==> src/rtl/fc_layer_link_if.sv <==
// Handshake bundle between an upstream fc_layer, the link and the
// downstream fc_layer input buffer.
interface fc_layer_link_if #(
    parameter int datatype_size = 4,
    parameter int addr_w        = 10
);
    logic                     i_func_valid;
    logic [datatype_size-1:0] i_func_data;
    logic                     o_next_busy;
    logic                     o_ibuf_we;
    logic [datatype_size-1:0] o_ibuf_wr_data;
    logic [addr_w-1:0]        o_ibuf_addr;
    logic                     o_start;
    logic                     i_busy;
    logic                     o_drop;

    modport master (
        input  i_func_valid,
        input  i_func_data,
        input  i_busy,
        output o_next_busy,
        output o_ibuf_we,
        output o_ibuf_wr_data,
        output o_ibuf_addr,
        output o_start,
        output o_drop
    );

    modport slave (
        output i_func_valid,
        output i_func_data,
        output i_busy,
        input  o_next_busy,
        input  o_ibuf_we,
        input  o_ibuf_wr_data,
        input  o_ibuf_addr,
        input  o_start,
        input  o_drop
    );
endinterface

==> src/rtl/fc_layer_link.sv <==
// Streams layer N activations into layer N+1's input buffer, starts
// layer N+1 when full and holds layer N off until it is done.
module fc_layer_link #(
    parameter int datatype_size = 4,
    parameter int input_size    = 784,
    parameter int addr_w        = $clog2(input_size)
) (
    input logic             clk,
    input logic             rst,
    fc_layer_link_if.master bus
);
    typedef enum logic [2:0] {
        FILL,
        LAST,
        START,
        WAIT_ACK,
        WAIT_DONE
    } state_t;

    state_t                   state;
    logic [addr_w-1:0]        cnt;
    logic                     next_busy_q;
    logic                     we_q;
    logic [datatype_size-1:0] data_q;
    logic [addr_w-1:0]        addr_q;
    logic                     start_q;
    logic                     drop_q;

    logic accept;
    logic at_last;

    assign accept  = bus.i_func_valid && !next_busy_q;
    assign at_last = (cnt == addr_w'(input_size - 1));

    always_ff @(posedge clk or posedge rst) begin
        if (rst) begin
            state       <= FILL;
            cnt         <= '0;
            next_busy_q <= 1'b0;
            we_q        <= 1'b0;
            data_q      <= '0;
            addr_q      <= '0;
            start_q     <= 1'b0;
            drop_q      <= 1'b0;
        end else begin
            we_q    <= accept;
            drop_q  <= bus.i_func_valid && next_busy_q;
            start_q <= 1'b0;
            if (accept) begin
                addr_q <= cnt;
                data_q <= bus.i_func_data;
                cnt    <= at_last ? '0 : cnt + 1'b1;
            end
            unique case (state)
                FILL: begin
                    if (accept && at_last) begin
                        state       <= LAST;
                        next_busy_q <= 1'b1;
                    end
                end
                LAST: begin
                    state   <= START;
                    start_q <= 1'b1;
                end
                START: state <= WAIT_ACK;
                // a low i_busy here is just layer N+1 not having started yet
                WAIT_ACK: begin
                    if (bus.i_busy) state <= WAIT_DONE;
                end
                WAIT_DONE: begin
                    if (!bus.i_busy) begin
                        state       <= FILL;
                        next_busy_q <= 1'b0;
                    end
                end
                default: state <= FILL;
            endcase
        end
    end

    assign bus.o_next_busy    = next_busy_q;
    assign bus.o_ibuf_we      = we_q;
    assign bus.o_ibuf_wr_data = data_q;
    assign bus.o_ibuf_addr    = addr_q;
    assign bus.o_start        = start_q;
    assign bus.o_drop         = drop_q;
endmodule

==> src/flat_wrapper.sv <==
// flat-port wrapper written by rule: the top's interface ports become plain ports
module fc_layer_link_flat 
#(
    parameter int datatype_size = 4,
    parameter int input_size    = 784,
    parameter int addr_w        = $clog2(input_size)
)
  (clk, rst, bus_i_func_valid, bus_i_func_data, bus_i_busy, bus_o_next_busy, bus_o_ibuf_we, bus_o_ibuf_wr_data, bus_o_ibuf_addr, bus_o_start, bus_o_drop);
  fc_layer_link_if #(.datatype_size(datatype_size), .addr_w(addr_w)) bus_i ();
  input logic clk;
  input logic rst;
  input wire logic [$bits(bus_i.i_func_valid)-1:0] bus_i_func_valid;
  input wire logic [$bits(bus_i.i_func_data)-1:0] bus_i_func_data;
  input wire logic [$bits(bus_i.i_busy)-1:0] bus_i_busy;
  output wire logic [$bits(bus_i.o_next_busy)-1:0] bus_o_next_busy;
  output wire logic [$bits(bus_i.o_ibuf_we)-1:0] bus_o_ibuf_we;
  output wire logic [$bits(bus_i.o_ibuf_wr_data)-1:0] bus_o_ibuf_wr_data;
  output wire logic [$bits(bus_i.o_ibuf_addr)-1:0] bus_o_ibuf_addr;
  output wire logic [$bits(bus_i.o_start)-1:0] bus_o_start;
  output wire logic [$bits(bus_i.o_drop)-1:0] bus_o_drop;
  assign bus_i.i_func_valid = bus_i_func_valid;
  assign bus_i.i_func_data = bus_i_func_data;
  assign bus_i.i_busy = bus_i_busy;
  assign bus_o_next_busy = bus_i.o_next_busy;
  assign bus_o_ibuf_we = bus_i.o_ibuf_we;
  assign bus_o_ibuf_wr_data = bus_i.o_ibuf_wr_data;
  assign bus_o_ibuf_addr = bus_i.o_ibuf_addr;
  assign bus_o_start = bus_i.o_start;
  assign bus_o_drop = bus_i.o_drop;
  fc_layer_link #(.datatype_size(datatype_size), .input_size(input_size), .addr_w(addr_w)) u_core (.clk(clk), .rst(rst), .bus(bus_i));
endmodule
==> config.mk <==
export PLATFORM = sky130hd
export DESIGN_NAME = fc_layer_link_flat
export DESIGN_NICKNAME = d
export VERILOG_FILES = /design/src/rtl/fc_layer_link_if.sv /design/src/rtl/fc_layer_link.sv /design/src/flat_wrapper.sv
export SDC_FILE = /design/constraint.sdc
export NUM_CORES = 1
export LEC_CHECK = 0
export CORE_MARGIN = 2
export CORE_UTILIZATION = 50
export CTS_CLUSTER_SIZE = 8
export DETAILED_ROUTE_END_ITERATION = 10
export GPL_TIMING_DRIVEN = 0
export PLACE_DENSITY = 0.78
export SYNTH_ARGS = -nofsm -noshare
export SYNTH_HDL_FRONTEND = slang
export SYNTH_SLANG_ARGS = --single-unit
export TNS_END_PERCENT = 5
==> constraint.sdc <==
create_clock -name clk -period 1.9 [get_ports clk]
set_clock_uncertainty 0.05 [all_clocks]
set_input_delay 0.57 -clock clk [delete_from_list [all_inputs] [get_ports clk]]
set_output_delay 0.57 -clock clk [all_outputs]
set_load 0.05 [all_outputs]
Word level (Yosys, flattened, before mapping)
Cells that the tools add are included.
{"block": "op_classes", "muxes": 9, "addsub": 1, "n_reduce_logical": 8, "n_eq_ne": 8}
{"op": "3-bit one-hot mux with 5 select lines", "count": 1}
{"op": "10-bit by 1-bit adder with 10-bit output, second input constant", "count": 1}
{"op": "10-bit equality test, second input constant", "count": 1}
{"op": "10-bit 2-to-1 mux", "count": 1}
{"op": "3-bit 2-to-1 mux", "count": 3}
{"op": "3-bit by 2-bit equality test with 1-bit output, second input constant", "count": 2}
{"op": "3-bit AND reduction", "count": 2}
{"op": "2-bit inequality test, second input constant", "count": 2}
{"op": "3-bit by 1-bit equality test with 1-bit output, second input constant", "count": 1}
{"op": "3-bit equality test, second input constant", "count": 1}
{"op": "1-bit logical AND", "count": 3}
{"op": "3-bit logical NOT", "count": 1}
{"op": "1-bit 2-to-1 mux", "count": 3}
{"op": "2-bit by 1-bit inequality test with 1-bit output, second input constant", "count": 1}
{"op": "1-bit one-hot mux with 2 select lines", "count": 1}
{"op": "2-bit nonzero test", "count": 1}
{"op": "1-bit logical NOT", "count": 1}
{"block": "totals", "wordCells": 34, "regBits": 31, "in_bits": 8, "out_inout_bits": 18}

Longest topological paths before layout
Gate-level depths: netlist (run 1).
{"block": "logic_depth", "ltp_word": 5, "depth_mapped": 5, "depth_no_buf": 5}

Worst setup path before layout (run 1)
OpenSTA, ideal clock, no wires.
{"block": "synth_timing", "path_kind": "flip-flop to flip-flop", "from": "reg u_core.next_busy_q, in the netlist u_core.bus.o_next_busy", "to": "reg u_core.cnt[7]", "required_time_ps": 1770, "slack_ps": 401, "arrival_time_ps": 1369, "n_path_buf": 1, "synth_period_minus_slack_ps": 1499, "setup_ps": 80, "path_stages_with_launch": 5, "path_cell_list": "dfrtp_1 > nand2b_4 > buf_2 > nor4_2 > xnor2_1"}
{"block": "synth_via", "elab_chain_len": 2}
{"item": "start, declared", "line": "fc_layer_link.sv:22", "text": "logic next_busy_q;"}
{"item": "start signal, assigned", "line": "fc_layer_link.sv:39", "text": "next_busy_q <= 1'b0;"}
{"item": "start signal, assigned", "line": "fc_layer_link.sv:58", "text": "next_busy_q <= 1'b1;"}
{"item": "start signal, assigned", "line": "fc_layer_link.sv:73", "text": "next_busy_q <= 1'b0;"}
{"item": "1-bit logical NOT", "line": "fc_layer_link.sv:32", "text": "assign accept = bus.i_func_valid && !next_busy_q;"}
{"item": "1-bit logical AND", "line": "fc_layer_link.sv:32"}
{"item": "end signal, assigned", "line": "fc_layer_link.sv:52", "text": "cnt <= at_last ? '0 : cnt + 1'b1;"}
{"item": "end, declared", "line": "fc_layer_link.sv:21", "text": "logic [addr_w-1:0] cnt;"}
Every way passes these cells.
A chain may end at the register's enable or synchronous reset.

Worst setup path after layout (run 1)
{"block": "layout_timing", "from": "reg u_core.data_q[2], in the netlist u_core.bus.o_ibuf_wr_data[2]", "to": "out bus_o_ibuf_wr_data[2]"}
{"item": "start, declared", "line": "fc_layer_link.sv:24", "text": "logic [datatype_size-1:0] data_q;"}
{"item": "start signal, assigned", "line": "fc_layer_link.sv:51", "text": "data_q <= bus.i_func_data;"}
{"item": "end, declared", "line": "flat_wrapper.sv:17", "text": "output wire logic [$bits(bus_i.o_ibuf_wr_data)-1:0] bus_o_ibuf_wr_data;"}
No word-level cell between the ends.

==> metrics.yaml, run 1 <==
status:
  outcome: "complete, no violations"
timing:
  setup_slack_ns: 0.05970
  fin_crit_ns: 1.840
  fmax_ghz: 0.5434
  drv_slew: 0
  finalSetupViolations: 0
  hold_ws_ns: 0.4305
  slew_headroom: 0.2450
  final-hold-violation-count: 0
  fin_crit_sh: 0.9686
  setup_tns_ns: 0
  rsz0062_at_grt: "false"
  worst_pin_slew_ns: 1.131
logic_synthesis:
  synth_common_cells: "nand2_1, dfrtp_1, o21ai_0, nor2_1"
  syn_nets: 143
  syn_area_sq_mm: 0.001313
  synth_ff_type: "dfrtp_1"
  ys_top_cells_by_area: "dfrtp_1, nand2_1, o21ai_0"
  netlist-cell-type-count: 33
  synthCells: 134
  yosys.cell_count.top_type: "nand2_1"
  async_flop_share: 1.000
  syn_area_per_cell_sq_um: 9.795
  yosysWarnings: 0
  synth_top_area_share: 0.5910
  ys_ff_latch: 31
  synth_edf_count: 0
  synth.largest_area_cell: "dfrtp_1"
  yosysSeqAreaShare: 0.5910
finish:
  nets: 175
  final_util: 0.6636
  drive_gt1_frac: 0.1138
  fillers: 215
  final_cell_count_no_fill: 197
  area.growth.synth_to_final_pct: 25.26
  diodes: 0
  fin_area_sq_mm: 0.001644
floorplanning:
  start_util: 0.5298
  die_area_sq_mm: 0.003051
  die_h_microns: 55.24
  row_count: 18
  io_pins: 26
  design.core.area_sq_mm: 0.002477
  die_w_microns: 55.24
clock_tree:
  cts_hold_buf: 0
  path_clk_slew_ns: 0.09
  htreeDepth: 2
  numCtsBuffers: 5
  clock-sinks: 31
  clock_latency_ns: 0.32
  clock_path_buffers: 2
  cts_root_buf: "clkbuf_4"
  cts_tree: "built"
power_and_ir_drop:
  power_frac_clock: 0.215
  ir_drop_mv: 0.9551
  power_leakage_nw: 0.8294
  p_sw_mw: 0.7742
  pwr-share-comb: 0.300
  p_sw_frac: 0.3884
  p_per_area_mw_per_mm2: 1213
  power_mw: 1.994
  intPower_mw: 1.219
  power_frac_seq: 0.485
critical_path:
  worst-path-stages: 1
  rr_worst_depth: 5
  critical-path-top-delay-family: "buffers and inverters"
  cp.arrival_ns: 1.22
  crit_required_ns: 1.28
  cp-start-kind: "flip-flop"
  slowest_delay_ns: 0.53
  critPathCaptureType: "output pin"
  critPathBufInv: 1
  cp_max_fo: 2
  slowest_stage: "dlygate4sd2_1"
  path_class: "flip-flop to output pin"
  path_cells: "dlygate4sd2_1"
placed_design:
  place_congestion: 0.8153
  pre_cts_slack_ns: -0.1207
  place_area_sq_mm: 0.001600
  portBuffers: 25
  hpwl_microns: 1823
  dpl.cell_count: 189
grt:
  grt_usage: 0.1843
  grt_pass1_wl_microns: 4491
  grt_pass1_vias: 1034
  grt_overflow_total: 0
  grt_max_degree: 32
  antenna_found_initial: 0
drt:
  routed_wl_microns: 2464
  drt_iter0_markers: 15
  drtPass1Iterations: 4
  viasPerCell: 5.218
  drt-wirelength-per-cell_microns: 12.51
  drc_errors: 0
  vias: 1028
  postRouteAntennaNets: 0
hold_path:
  whs_path_depth: 2
  worstHoldPathType: "flip-flop to flip-flop"
job:
  maxCapViolCount: 0
## cell usage in the layout, fill, tap and decap left out, drive strengths merged, types with 3 or more instances in the layout
master / n
clkbuf: 10
dfrtp: 31
inv: 4
a21oi: 3
nor2: 5
dlygate4sd2: 16
nand2: 48
o21ai: 9
xnor2: 3
nand3: 4
clkdlybuf4s50: 7
## final cells by class
cell class                 count  area, sq um  area share
timing repair buffer          25        225.2      0.1370
inverter                       4        15.01    0.009132
tap                           30        37.54     0.02283
sequential                    31        775.7      0.4718
clock buffer                   8        68.82     0.04186
multi-input combinational     96        508.0      0.3090
buffer                         3        13.76    0.008371
## power groups by stage
stage          clock (mW)  sequential, mW  combinational (mW)
3_5_place_dp            0           0.983               0.649
3_3_place_gp            0           0.967               0.636
4_1_cts             0.447           0.966               0.607
5_1_grt             0.474           0.997               0.652
6_report            0.428           0.967               0.599
2_1_floorplan           0            1.18               0.223
## cell families after synthesis
logic type,synth area share
AND/OR/NAND/NOR,0.2803
adder cells (fa/ha/maj),0.009531
AO/OA/AOI/OAI,0.06387
flip-flops,0.5910
buffers and inverters,0.02192
XOR/XNOR,0.03337
## flip-flops by register name (all words and copies together) (netlist names)
register,flops
u_core.bus.o_drop,1
u_core.bus.o_next_busy,1
u_core.bus.o_ibuf_wr_data,4
u_core.bus.o_start,1
u_core.state,3
u_core.bus.o_ibuf_addr,10
u_core.cnt,10
u_core.bus.o_ibuf_we,1
## repair_timing
action                                  in CTS  in global routing
setup buffers                                0                  0
endpoints found under the setup margin      18                  2
gates resized for setup                     18                  3
## layer usage
layer	track usage	vias up	wire length, microns
met5	0	-	0
met4	0.07317	0	39
met3	0.05621	5	135
met2	0.3027	27	1187
met1	0.2269	487	1101
li1	-	509	-
## final timing paths
kind | startpoint | end | slack (ns)
max | u_core.bus.o_ibuf_wr_data[2]$_DFFE_PP0P_ | bus_o_ibuf_wr_data[2] | 0.06
min | u_core.bus.o_ibuf_addr[3]$_DFFE_PP0P_ | u_core.bus.o_ibuf_addr[3]$_DFFE_PP0P_ | 0.43
max reg2reg | u_core.cnt[0]$_DFFE_PP0P_ | u_core.cnt[6]$_DFFE_PP0P_ | 0.38
min reg2reg | u_core.bus.o_ibuf_addr[3]$_DFFE_PP0P_ | u_core.bus.o_ibuf_addr[3]$_DFFE_PP0P_ | 0.43
max in group asynchronous | rst | u_core.bus.o_ibuf_addr[7]$_DFFE_PP0P_ | 0.33
min in group asynchronous | rst | u_core.bus.o_drop$_DFF_PP0_ | 0.78
Power figures use the tool's default switching activity.
==> run 2: changes to the inputs <==
Settings changed: CORE_UTILIZATION 50 to 45, GPL_TIMING_DRIVEN 0 to unset, PLACE_DENSITY 0.78 to 0.71.
==> metrics.yaml, run 2 (same netlist as run 1, synthesis figures left out) <==
clock_tree:
  cts_tree: "built"
  htreeDepth: 2
  numCtsBuffers: 5
  clock-sinks: 31
  cts_root_buf: "clkbuf_4"
  postCtsResizedCells: 0
  path_clk_slew_ns: 0.09
  post-cts-setup-buffers: 0
  clock_path_buffers: 2
  clock_latency_ns: 0.33
  cts_hold_buf: 0
grt:
  grt_pass1_vias: 974
  busiest_layer: "met2"
  globalRouteMet2Util: 0.2679
  gr-usage-met3: 0.07143
  grt_pass1_wl_microns: 4174
  met1_usage: 0.2030
  grt_overflow_total: 0
  grt_max_degree: 32
  grt_usage: 0.1688
  antenna_found_initial: 0
critical_path:
  rrSetupSlack_ns: 0.34
  r2r_end: "u_core.cnt[6]$_DFFE_PP0P_"
  path_class: "input port to flip-flop"
  r2r_start: "u_core.cnt[0]$_DFFE_PP0P_"
  slowest_stage: "clkdlybuf4s50_1"
  cp_max_fo: 7
  slowest_delay_ns: 0.55
  endpoint: "u_core.cnt[6]$_DFFE_PP0P_"
  startpoint: "bus_i_func_valid"
  cp.arrival_ns: 1.80
  rr_worst_depth: 5
  cp-start-kind: "input port"
  critPathCaptureType: "flip-flop"
  crit_required_ns: 2.11
  path_cells: "clkdlybuf4s50_1 > nand2b_4 > nor2_1 > and3_2 > xor2_1"
floorplanning:
  die_area_sq_mm: 0.003365
  start_util: 0.4760
  design.core.area_sq_mm: 0.002758
  die_w_microns: 58.01
  die_h_microns: 58.01
  row_count: 19
  io_pins: 26
timing:
  worst_pin_slew_ns: 0.3919
  final-hold-violation-count: 0
  rsz0062_at_grt: "false"
  fmax_ghz: 0.6292
  fin_crit_sh: 0.8365
  fin_crit_ns: 1.589
  drv_slew: 0
  slew_headroom: 0.7388
  finalSetupViolations: 0
  setup_tns_ns: 0
placed_design:
  hpwl_microns: 1800
  dpl.cell_count: 194
  place_congestion: 0.8789
  place_area_sq_mm: 0.001633
  portBuffers: 25
drt:
  postRouteAntennaNets: 0
  drt-wirelength-per-cell_microns: 12.29
  drt_iter0_markers: 25
  drc_errors: 0
  vias: 1002
  routed_wl_microns: 2471
  viasPerCell: 4.985
  drtPass1Iterations: 4
hold_path:
  worstHoldPathType: "flip-flop to flip-flop"
finish:
  area.growth.synth_to_final_pct: 28.69
  nets: 179
  final_cell_mix: "nand2_1, dfrtp_1, buf_4, o21ai_0, clkdlybuf4s50_1"
  multi_input_area_sq_um: 508.0
  final_util: 0.6125
  final_cell_count_no_fill: 201
  fin_area_sq_mm: 0.001689
  drive_gt1_frac: 0.2412
  diodes: 0
  layout_commonest_cell: "nand2_1"
  regArea_sq_um: 775.7
  fillers: 236
power_and_ir_drop:
  power_leakage_nw: 0.8350
  p_per_area_mw_per_mm2: 1193
  ir_drop_mv: 0.8056
status:
  outcome: "complete, no violations"
job:
  maxCapViolCount: 0
## run 2: cell types whose count changed in the layout (fill, tap and decap cells not counted)
| cell | change |
|---|---|
| buf_12 | +3 |
| buf_2 | -2 |
| buf_4 | +22 |
| clkbuf_1 | -2 |
| clkbuf_2 | -1 |
| clkbuf_8 | -1 |
| clkdlybuf4s15_1 | -1 |
| clkinv_2 | +1 |
| dlygate4sd2_1 | -16 |
## run 2: layout make-up
class                   count  area share
flip-flops and latches     31      0.4593
clock inverters             1    0.002963
clock buffers               6     0.03037
well taps                  31     0.02296
repair buffers             32      0.1748
multi-input cells          96      0.3007
inverters                   4    0.008889
## run 2: worst min-delay path by stage
stage               slack, ns                                      from  cells past startpoint                                        to
floorplan                0.44               u_core.state[1]$_DFFE_PP0P_                      1              u_core.bus.o_start$_DFF_PP0_
global placement         0.41  u_core.bus.o_ibuf_wr_data[1]$_DFFE_PP0P_                      2  u_core.bus.o_ibuf_wr_data[1]$_DFFE_PP0P_
detailed placement       0.42  u_core.bus.o_ibuf_wr_data[1]$_DFFE_PP0P_                      2  u_core.bus.o_ibuf_wr_data[1]$_DFFE_PP0P_
CTS                      0.44  u_core.bus.o_ibuf_wr_data[1]$_DFFE_PP0P_                      2  u_core.bus.o_ibuf_wr_data[1]$_DFFE_PP0P_
global route             0.46     u_core.bus.o_ibuf_addr[7]$_DFFE_PP0P_                      2     u_core.bus.o_ibuf_addr[7]$_DFFE_PP0P_
finish                   0.43     u_core.bus.o_ibuf_addr[7]$_DFFE_PP0P_                      2     u_core.bus.o_ibuf_addr[7]$_DFFE_PP0P_
## run 2: critical path: cells and delay by family
kind          cells  cell delay (ns)
simple gates      3             0.54
xor+xnor          1             0.14
buf+inv           1             0.55
## run 2: power breakdown
part           switching [mW]  total (mW)  internal (mW)
Clock                   0.218       0.389          0.171
Sequential              0.160       0.970          0.810
Combinational           0.410       0.656          0.247
## run 2: layer usage
metal  part of all wire  up-vias
met5                  0        -
met2               0.49       20
met4              0.017        0
met3              0.062        5
li1                   -      515
met1               0.44      462
## run 2: metrics by stage
step / hold slack (ns) / setup WS (ns) / total power [mW]
floorplan: 0.4368 / 0.4006 / 1.401
global placement: 0.4100 / 0.008097 / 1.628
detailed placement: 0.4153 / -0.04549 / 1.645
CTS: 0.4381 / 0.2963 / 2.035
global route: 0.4649 / 0.1905 / 2.137
finish: 0.4320 / 0.3106 / 2.015
==> run 3: changes to the inputs <==
Settings changed: PLACE_DENSITY 0.71 to 0.74.
Clock period 1.9 ns to 1.3 ns, I/O delays scaled along.
==> metrics.yaml, run 3 (same netlist as run 1, synthesis figures left out) <==
finish:
  fillers: 210
  final_util: 0.7169
  nets: 188
  regArea_sq_um: 777.0
  drive_gt1_frac: 0.3056
  layout_commonest_cell: "nand2_1"
  diodes: 0
  final_cell_mix: "nand2_1, dfrtp_1, buf_12, buf_4, clkdlybuf4s50_1"
  fin_area_sq_mm: 0.001977
  area.growth.synth_to_final_pct: 50.62
  multi_input_area_sq_um: 528.0
floorplanning:
  design.core.area_sq_mm: 0.002758
  die_area_sq_mm: 0.003365
  die_w_microns: 58.01
  io_pins: 26
  row_count: 19
  die_h_microns: 58.01
  start_util: 0.4760
placed_design:
  place_area_sq_mm: 0.001894
  hpwl_microns: 1991
  place_congestion: 0.7668
  portBuffers: 25
power_and_ir_drop:
  p_sw_frac: 0.3838
  p_sw_mw: 1.275
  power_frac_clock: 0.159
  pwr-share-comb: 0.407
  power_leakage_nw: 0.9449
  power_mw: 3.322
  intPower_mw: 2.047
  p_per_area_mw_per_mm2: 1680
  power_frac_seq: 0.434
  ir_drop_mv: 1.537
timing:
  finalSetupViolations: 24
  fin_crit_ns: 1.441
  drv_slew: 0
  final-hold-violation-count: 0
  rsz0062_at_grt: "true"
  setup_slack_ns: -0.1412
  worst_pin_slew_ns: 0.2760
  hold_ws_ns: 0.3314
  slew_headroom: 0.8146
  fin_crit_sh: 1.109
  fmax_ghz: 0.6939
job:
  maxCapViolCount: 0
grt:
  grt_usage: 0.1825
  grt_pass1_wl_microns: 4602
  grt_pass1_vias: 1089
  grt_overflow_total: 0
  antenna_found_initial: 0
  grt_max_degree: 32
status:
  outcome: "finished with violations"
  violations: "setup timing"
drt:
  drtPass1Iterations: 4
  drc_errors: 0
  viasPerCell: 5.128
  routed_wl_microns: 2699
  drt-wirelength-per-cell_microns: 12.79
  vias: 1082
  postRouteAntennaNets: 0
  drt_iter0_markers: 17
critical_path:
  path_class: "flip-flop to output pin"
  crit_required_ns: 0.86
  cp.arrival_ns: 1.00
  cp-start-kind: "flip-flop"
  cp_max_fo: 2
  critPathCaptureType: "output pin"
hold_path:
  worstHoldPathType: "input port to async pin"
clock_tree:
  cts_tree: "built"
  clock-sinks: 31
  clock_latency_ns: 0.34
  cts_root_buf: "clkbuf_4"
  path_clk_slew_ns: 0.10
  numCtsBuffers: 5
  clock_path_buffers: 2
  htreeDepth: 2
-- run 3: cell types whose count changed in the layout (fill, tap and decap cells not counted), sizes merged --
cell           delta
buf               +9
clkbuf            -1
clkdlybuf4s50     -1
clkinv            +2
dlygate4sd2       +1
-- run 3: layout make-up --
class	instances	share of cell area
flip-flops and latches	31	0.3930
repair buffers	41	0.2861
multi-input cells	96	0.2671
well taps	31	0.01962
clock buffers	5	0.01899
clock inverters	3	0.007595
inverters	4	0.007595
-- run 3: routing by layer --
layer / track usage / share of wire
met5: 0 / 0
met4: 0.06977 / 0.019
met3: 0.06696 / 0.075
met2: 0.3036 / 0.50
met1: 0.2160 / 0.41
-- run 3: power groups by stage --
| stage | logic (mW) | registers [mW] | clock network, mW |
|---|---|---|---|
| after global placement | 1.30 | 1.42 | 0 |
| after global routing | 1.45 | 1.47 | 0.580 |
| final | 1.35 | 1.44 | 0.527 |
| after detailed placement | 1.34 | 1.44 | 0 |
| after CTS | 1.35 | 1.44 | 0.540 |
| after floorplan | 0.327 | 1.72 | 0 |
-- run 3: stage by stage --
step / std cells / setup slack [ns] / setup TNS (ns)
final: 211 / -0.1412 / -1.346
after floorplan: 134 / -0.05478 / -0.4585
after detailed placement: 202 / -0.4135 / -6.667
after global placement: 202 / -0.3764 / -5.899
after CTS: 211 / -0.1507 / -1.533
after global routing: 211 / -0.1818 / -2.685
-- run 3: what timing repair did --
action | 4_1_cts | 5_1_grt
setup buffers | 1 | 0
hold buffers | 0 | 0
pin swaps | 1 | 2
endpoints found under the setup margin | 28 | 29
resized for setup | 5 | 5
-- run 3: critical path: stages (launching register included) --
cell and delay [ns]:
dfrtp_2 0.41, buf_6 0.12, buf_12 0.14
-- run 3: worst paths after layout --
path	startpoint	endpoint	slack, ns	depth (start not counted)
setup / recovery	u_core.bus.o_next_busy$_DFFE_PP0P_	bus_o_next_busy	-0.14	2
hold / removal	rst	u_core.cnt[8]$_DFFE_PP0P_	0.33	3
setup reg to reg	u_core.cnt[4]$_DFFE_PP0P_	u_core.bus.o_next_busy$_DFFE_PP0P_	-0.10	4
hold reg to reg	u_core.bus.o_ibuf_addr[5]$_DFFE_PP0P_	u_core.bus.o_ibuf_addr[5]$_DFFE_PP0P_	0.49	2
max in group asynchronous	rst	u_core.bus.o_next_busy$_DFFE_PP0P_	0.69	3
min in group clk	bus_i_func_valid	u_core.bus.o_drop$_DFF_PP0_	0.46	2
